<file path="config.mk">
export PLATFORM = sky130hd
export DESIGN_NAME = sm_input_conditioner
export DESIGN_NICKNAME = d
export VERILOG_FILES = /design/src/rtl/sm_input_conditioner.sv
export SDC_FILE = /design/constraint.sdc
export NUM_CORES = 1
export LEC_CHECK = 0
export ABC_CLOCK_PERIOD_IN_PS = 6700
export CAP_MARGIN = 20
export CORE_MARGIN = 3
export CORE_UTILIZATION = 60
export DETAILED_ROUTE_END_ITERATION = 8
export MAX_ROUTING_LAYER = met4
export PLACE_DENSITY = 0.84
export SYNTH_ARGS = -nofsm -noshare
export SYNTH_HDL_FRONTEND = slang
export SYNTH_SLANG_ARGS = --single-unit
export TNS_END_PERCENT = 1
</file>
<file path="constraint.sdc">
create_clock -name clk -period 6.7 [get_ports clk]
set_input_delay 1.34 -clock clk [delete_from_list [all_inputs] [get_ports clk]]
set_output_delay 1.34 -clock clk [all_outputs]
set_load 0.01 [all_outputs]
</file>
<file path="src/rtl/sm_input_conditioner.sv">
`default_nettype none
// ============================================================================
// Module      : sm_input_conditioner
// Description : Multi-channel conditioner for asynchronous board inputs.
//               Each channel is synchronised through a SYNC_STAGES-deep flop
//               chain and then debounced by a stability counter. The counter
//               must see `threshold` consecutive mismatching cycles before
//               the debounced level q follows the synchronised input. Each
//               transition of q raises a one-cycle rise or fall pulse.
// Revision    : 1.0 - initial release
// ============================================================================
module sm_input_conditioner #(
    parameter int                  CHANNELS    = 8,
    parameter int                  SYNC_STAGES = 2,
    parameter int                  CNT_WIDTH   = 16,
    parameter logic [CHANNELS-1:0] RESET_VALUE = {CHANNELS{1'b0}}
) (
    input  logic                 clk,
    input  logic                 rst,
    input  logic [CHANNELS-1:0]  d,
    input  logic [CNT_WIDTH-1:0] threshold,
    output logic [CHANNELS-1:0]  q,
    output logic [CHANNELS-1:0]  rise,
    output logic [CHANNELS-1:0]  fall,
    output logic                 changed
);

    // One extra bit on the comparison path so cnt+1 can never wrap.
    localparam logic [CNT_WIDTH:0] c_ONE = {{CNT_WIDTH{1'b0}}, 1'b1};

    logic [CNT_WIDTH:0]  w_thr_eff;
    logic [CHANNELS-1:0] w_q;
    logic [CHANNELS-1:0] w_rise;
    logic [CHANNELS-1:0] w_fall;

    // A zero threshold behaves like one: a single mismatching cycle commits.
    always_comb begin
        w_thr_eff = {1'b0, threshold};
        if (threshold == '0) begin
            w_thr_eff = c_ONE;
        end
    end

    generate
        for (genvar i = 0; i < CHANNELS; i++) begin : g_ch
            logic [SYNC_STAGES-1:0] r_sync;
            logic [CNT_WIDTH-1:0]   r_cnt;
            logic                   r_q;
            logic                   r_rise;
            logic                   r_fall;
            logic                   w_s;
            logic [CNT_WIDTH:0]     w_cnt_inc;
            logic                   w_commit;

            // Synchronised sample is the last stage of the chain.
            assign w_s       = r_sync[SYNC_STAGES-1];
            assign w_cnt_inc = {1'b0, r_cnt} + c_ONE;
            assign w_commit  = (w_cnt_inc >= w_thr_eff);

            // Synchroniser chain: shift the raw input in, oldest sample at the top.
            always_ff @(posedge clk) begin
                if (rst) begin
                    r_sync <= {SYNC_STAGES{RESET_VALUE[i]}};
                end else begin
                    r_sync <= {r_sync[SYNC_STAGES-2:0], d[i]};
                end
            end

            // Stability counter, debounced level and edge pulses.
            always_ff @(posedge clk) begin
                if (rst) begin
                    r_q    <= RESET_VALUE[i];
                    r_cnt  <= '0;
                    r_rise <= 1'b0;
                    r_fall <= 1'b0;
                end else if (w_s == r_q) begin
                    // Agreement restarts the stability window.
                    r_cnt  <= '0;
                    r_rise <= 1'b0;
                    r_fall <= 1'b0;
                end else if (w_commit) begin
                    r_q    <= w_s;
                    r_cnt  <= '0;
                    r_rise <= w_s;
                    r_fall <= ~w_s;
                end else begin
                    // Cannot overflow: commit fires before cnt reaches 2^CNT_WIDTH-1.
                    r_cnt  <= w_cnt_inc[CNT_WIDTH-1:0];
                    r_rise <= 1'b0;
                    r_fall <= 1'b0;
                end
            end

            assign w_q[i]    = r_q;
            assign w_rise[i] = r_rise;
            assign w_fall[i] = r_fall;
        end
    endgenerate

    assign q       = w_q;
    assign rise    = w_rise;
    assign fall    = w_fall;
    assign changed = |(w_rise | w_fall);

endmodule
`default_nettype wire

</file>
* After elaboration in Yosys (flattened, before gate mapping)
Index checks and enable logic that the tools add are counted.
Storage, ports and cells: bits in latches 0, logic and storage cells 116, memories 0, bits in writable memories 0, memory bits (read-only) 0, output and inout bits 25, flip-flop bits (word level) 168
Cells by class: mux-type cells 1, bitwise logic cells 25, divide/modulo/power cells 0, multiply operators 0, shift-type cells 0, $add $sub $neg 8, order comparisons 8, equal/unequal tests 8, reductions and logical operators 26
Operators by type and width (number):
- 16-bit by 1-bit adder with 17-bit output, second input constant | 8
- 17-bit greater-or-equal comparator | 8
- 3-bit OR reduction | 16
- 1-bit NOT | 24
- 16-bit zero test | 1
- 16-bit two-way mux | 1
- 2-bit AND reduction | 8
- 1-bit equality test | 8
- 8-bit OR | 1
- 8-bit OR reduction | 1

* Depth between registers and ports, before layout
word-level depth 5, mapped depth 14, depth with buffers taken out 13

* Worst setup path after synthesis
Ideal clock, no wire load.
kind input -> register, start input threshold[8], end register g_ch[6].r_cnt[11], setup time 0.062 ns, arrival 3.453 ns, cell stages on the path 10, setup slack 3.185 ns, path through nor4_1 a41o_1 ha_1 nand2b_1 a21o_1 a21oi_1 o31ai_1 a2111o_1 buf_6 nor2b_2
Between the ends: cells in the longest elaborated chain, start to end 4
RTL lines:
- start: declaration | RTL line 21 | input logic [CNT_WIDTH-1:0] threshold,
- 16-bit zero test | RTL line 39 | if (threshold == '0) begin
- 16-bit two-way mux (*) | RTL line 39
- 17-bit greater-or-equal comparator (*) | RTL line 58 | assign w_commit = (w_cnt_inc >= w_thr_eff);
- 3-bit OR reduction (no line) (*)
- end signal: assignment | RTL line 88 | r_cnt <= w_cnt_inc[CNT_WIDTH-1:0];
- end: declaration | RTL line 47 | logic [CNT_WIDTH-1:0] r_cnt;
Mark *: on every way between the ends. The rest lies on a longest branch, timed or not. A chain may end at the register's enable or synchronous reset.

* Worst setup path in the final report
start input threshold[4], end register g_ch[5].r_cnt[14]
Between the ends: cells in the longest elaborated chain, start to end 4
RTL lines (RTL line):
- 16-bit zero test | 39
- 16-bit two-way mux (*) | 39
- 17-bit greater-or-equal comparator (*) | 58
- 3-bit OR reduction (no line) (*)
- end signal: assignment | 88
- end: declaration | 47
Marks and branches as above.

==> key figures <==
Outcome
  – Run status: finished, final reports clean

Setup path
  – Reg2Reg Depth: 12
  – Worst Setup End Kind: flip-flop
  – Required @ worst endpoint: 7040 ps
  – Worst Path Max Fanout: 15
  – Crit path arrival time: 4500 ps
  – Crit path kind: in -> reg
  – Worst Setup Start Kind: input pin

Placed design
  – IO Port Bufs: 50
  – Placed Area: 0.0105 mm2
  – Final Wtd Congestion: 0.864
  – Placed Cells: 1302
  – DP Wirelength: 16200 um

STA
  – Final setup violation count: 0
  – Final hold slack: 450 ps
  – Hold Violations, Final: 0
  – Unrepaired setup endpoints after global routing: no
  – Worst-Margin Slew: 959 ps
  – Slew Limit Fails: 0
  – Fin crit share: 0.621
  – Final Skew: 11.3 ps
  – Fmax: 0.240 GHz
  – Tmin final: 4160 ps
  – Rel. slew slack: 0.355
  – Setup TNS: 0 ps

Power and ir drop
  – Sw Pwr: 0.000479 W
  – Sw frac: 0.225
  – Clk pwr share: 0.473
  – Cell Int Power: 0.00165 W
  – Logic gate share of total power: 0.054
  – Pwr dens: 192 mW/mm2
  – Power after layout: 0.00213 W
  – VDD IR max: 0.194 mV
  – Seq pwr share: 0.473
  – Static Leakage: 4.91 nW

Yosys
  – Cell Area, Synth: 0.00996 mm2
  – Syn Inst Count: 1073
  – Synth warn: 0
  – Library cells used by synthesis: 60
  – Post-synth EDFFs: 0
  – Post-synth top flop: dfxtp_1
  – Post-synth ARST share: 0
  – Syn Nets: 1235
  – Seq cells post-synth: 168
  – Post-synthesis sequential area ratio: 0.338
  – Syn_area_per_cell: 9.28 um2

Layout
  – Antenna cells: 0
  – Area Growth Syn to Fin: 11.3%
  – Fill cell count: 1210
  – Non-Filler Instances: 1334
  – Final instance area: 0.0111 mm2
  – Multi-input logic area: 0.00623 mm2
  – Reg area: 0.00336 mm2
  – Share of layout cells above drive strength 1: 0.0546
  – Nets: 1267

Job
  – Max Cap Viol: 0

Clock network
  – Post_cts resized: 0
  – Setup repair bufs after CTS: 0
  – Clock slew at reported path FFs: 60 ps
  – TritonCTS Buffers: 17
  – Latest clock arrival within the worst-skew pair: 440 ps
  – Clock sink total: 168
  – H-tree depth: 4
  – CTS tree: done
  – Hold-fix buffers at CTS: 0
  – CTS root buf: clkbuf_16
  – Clock Path Buffers: 2

Drt
  – Wirelength per Cell: 17.3 um
  – Total wire length: 23100 um
  – Post-DRT Antenna Nets: 0
  – First-pass DRT Iterations: 5
  – Vias/cell: 5.76
  – DR iter-0 viols: 533
  – Via count: 7679
  – Drt drc: 0

GRT
  – Antenna violations before repair: 0
  – Number of global-route vias before repair: 7509
  – Maximum number of pins on one net before global-route repair: 56
  – Met3 Use GR: 0.0514
  – GRT met2 Usage: 0.443
  – GRT Util Overall: 0.269
  – Busiest metal layer after global routing: met2
  – Met1 Resource Use GR: 0.313
  – First-pass GRT wire length: 37000 um
  – Total gr overflow: 0

Hold path
  – Min-Delay Path Depth: 1
  – Hold WC Path Type: reg -> reg

Die
  – Row count: 46
  – Starting Density: 0.620
  – Die H: 135 um
  – # IOs: 51
  – Die Footprint: 0.0182 mm2
  – Die W: 135 um
  – Core Box Area: 0.0161 mm2
-- layer usage --
metal | wire length (um) | vias to the layer above
li1 | - | 3846
met1 | 10100 | 3608
met2 | 11100 | 158
met3 | 930 | 67
met4 | 1000 | 0
met5 | 0 | -
-- cells by family after synthesis --
kind of cell               after synthesis  share of synthesized area
xor gates and xnor gates               113                     0.0994
buffers and inverters                   67                     0.0366
adders and majority gates              136                      0.171
AOI/OAI and AO/OA                      124                     0.0865
and+or+nand+nor                        461                      0.265
muxes                                    4                    0.00402
DFF                                    168                      0.338
-- per-stage QoR --
| stage | util | setup WS (ps) |
|---|---|---|
| 3_3_place_gp | 0.652 | 2260 |
| 5_1_grt | 0.691 | 2350 |
| 2_1_floorplan | - | 3180 |
| 4_1_cts | 0.691 | 2620 |
| 6_report | 0.691 | 2540 |
| 3_5_place_dp | 0.653 | 2220 |
-- power by group through the flow --
stage / combinational [W] / sequential, W / clock, W
final: 0.000115 / 0.00101 / 0.00101
after global routing: 0.000126 / 0.00101 / 0.00106
after CTS: 0.000114 / 0.00101 / 0.00101
after detailed placement: 0.000112 / 0.00103 / 0
after global placement: 0.000108 / 0.00103 / 0
after floorplan: 0.0000660 / 0.00103 / 0
-- state kept, by name, summed over array words and instances (netlist names) --
| name | count |
|---|---|
| g_ch.r_fall | 8 |
| g_ch.r_q | 8 |
| g_ch.r_sync | 16 |
| g_ch.r_rise | 8 |
| g_ch.r_cnt | 128 |
-- cell usage after synthesis (all sizes together) (32+ instances only) --
library cell / n / area share
dfxtp: 168 / 0.34
ha: 136 / 0.17
nor2b: 130 / 0.086
xnor2: 71 / 0.062
nand3: 63 / 0.032
nand2: 52 / 0.020
nor2: 51 / 0.019
xor2: 42 / 0.037
a21oi: 41 / 0.021
and3: 40 / 0.025
nand4: 37 / 0.023
a21o: 32 / 0.024
buf: 32 / 0.023
-- placed cells by master (no fill, tap or decap), types with 32 or more instances in the layout --
cell,n
a21o_1,32
nand3_1,62
nand2_1,52
xnor2_1,71
dfxtp_1,168
nand4_1,37
ha_1,136
and3_1,40
xor2_1,42
clkdlybuf4s50_1,49
a21oi_1,40
nor2b_1,113
nor2_1,50
-- final timing paths --
path                                start                      endpoint  slack, ps
max                          threshold[4]  g_ch[5].r_cnt[14]$_SDFF_PP0_       2540
min          g_ch[5].r_sync[0]$_SDFF_PP0_  g_ch[5].r_sync[1]$_SDFF_PP0_        450
max reg2reg   g_ch[7].r_cnt[4]$_SDFF_PP0_   g_ch[7].r_cnt[2]$_SDFF_PP0_       3110
min reg2reg  g_ch[5].r_sync[0]$_SDFF_PP0_  g_ch[5].r_sync[1]$_SDFF_PP0_        450
-- cell type report --
type	instances	share of cell area
tap	216	0.0244
clock buffer	21	0.0415
timing repair buffer	52	0.0460
sequential	168	0.303
inverter	28	0.00948
multi-input combinational	838	0.562
clock inverter	11	0.0133
-- critical path: stages --
cell and delay (ps):
clkdlybuf4s50_1 430, nor4_1 300, a41o_1 590, ha_1 270, nor2b_1 50, o21bai_1 120, a31oi_1 100, o31ai_1 400
nand3_1 560, nor2b_1 330
Power figures use the tool's default switching activity.
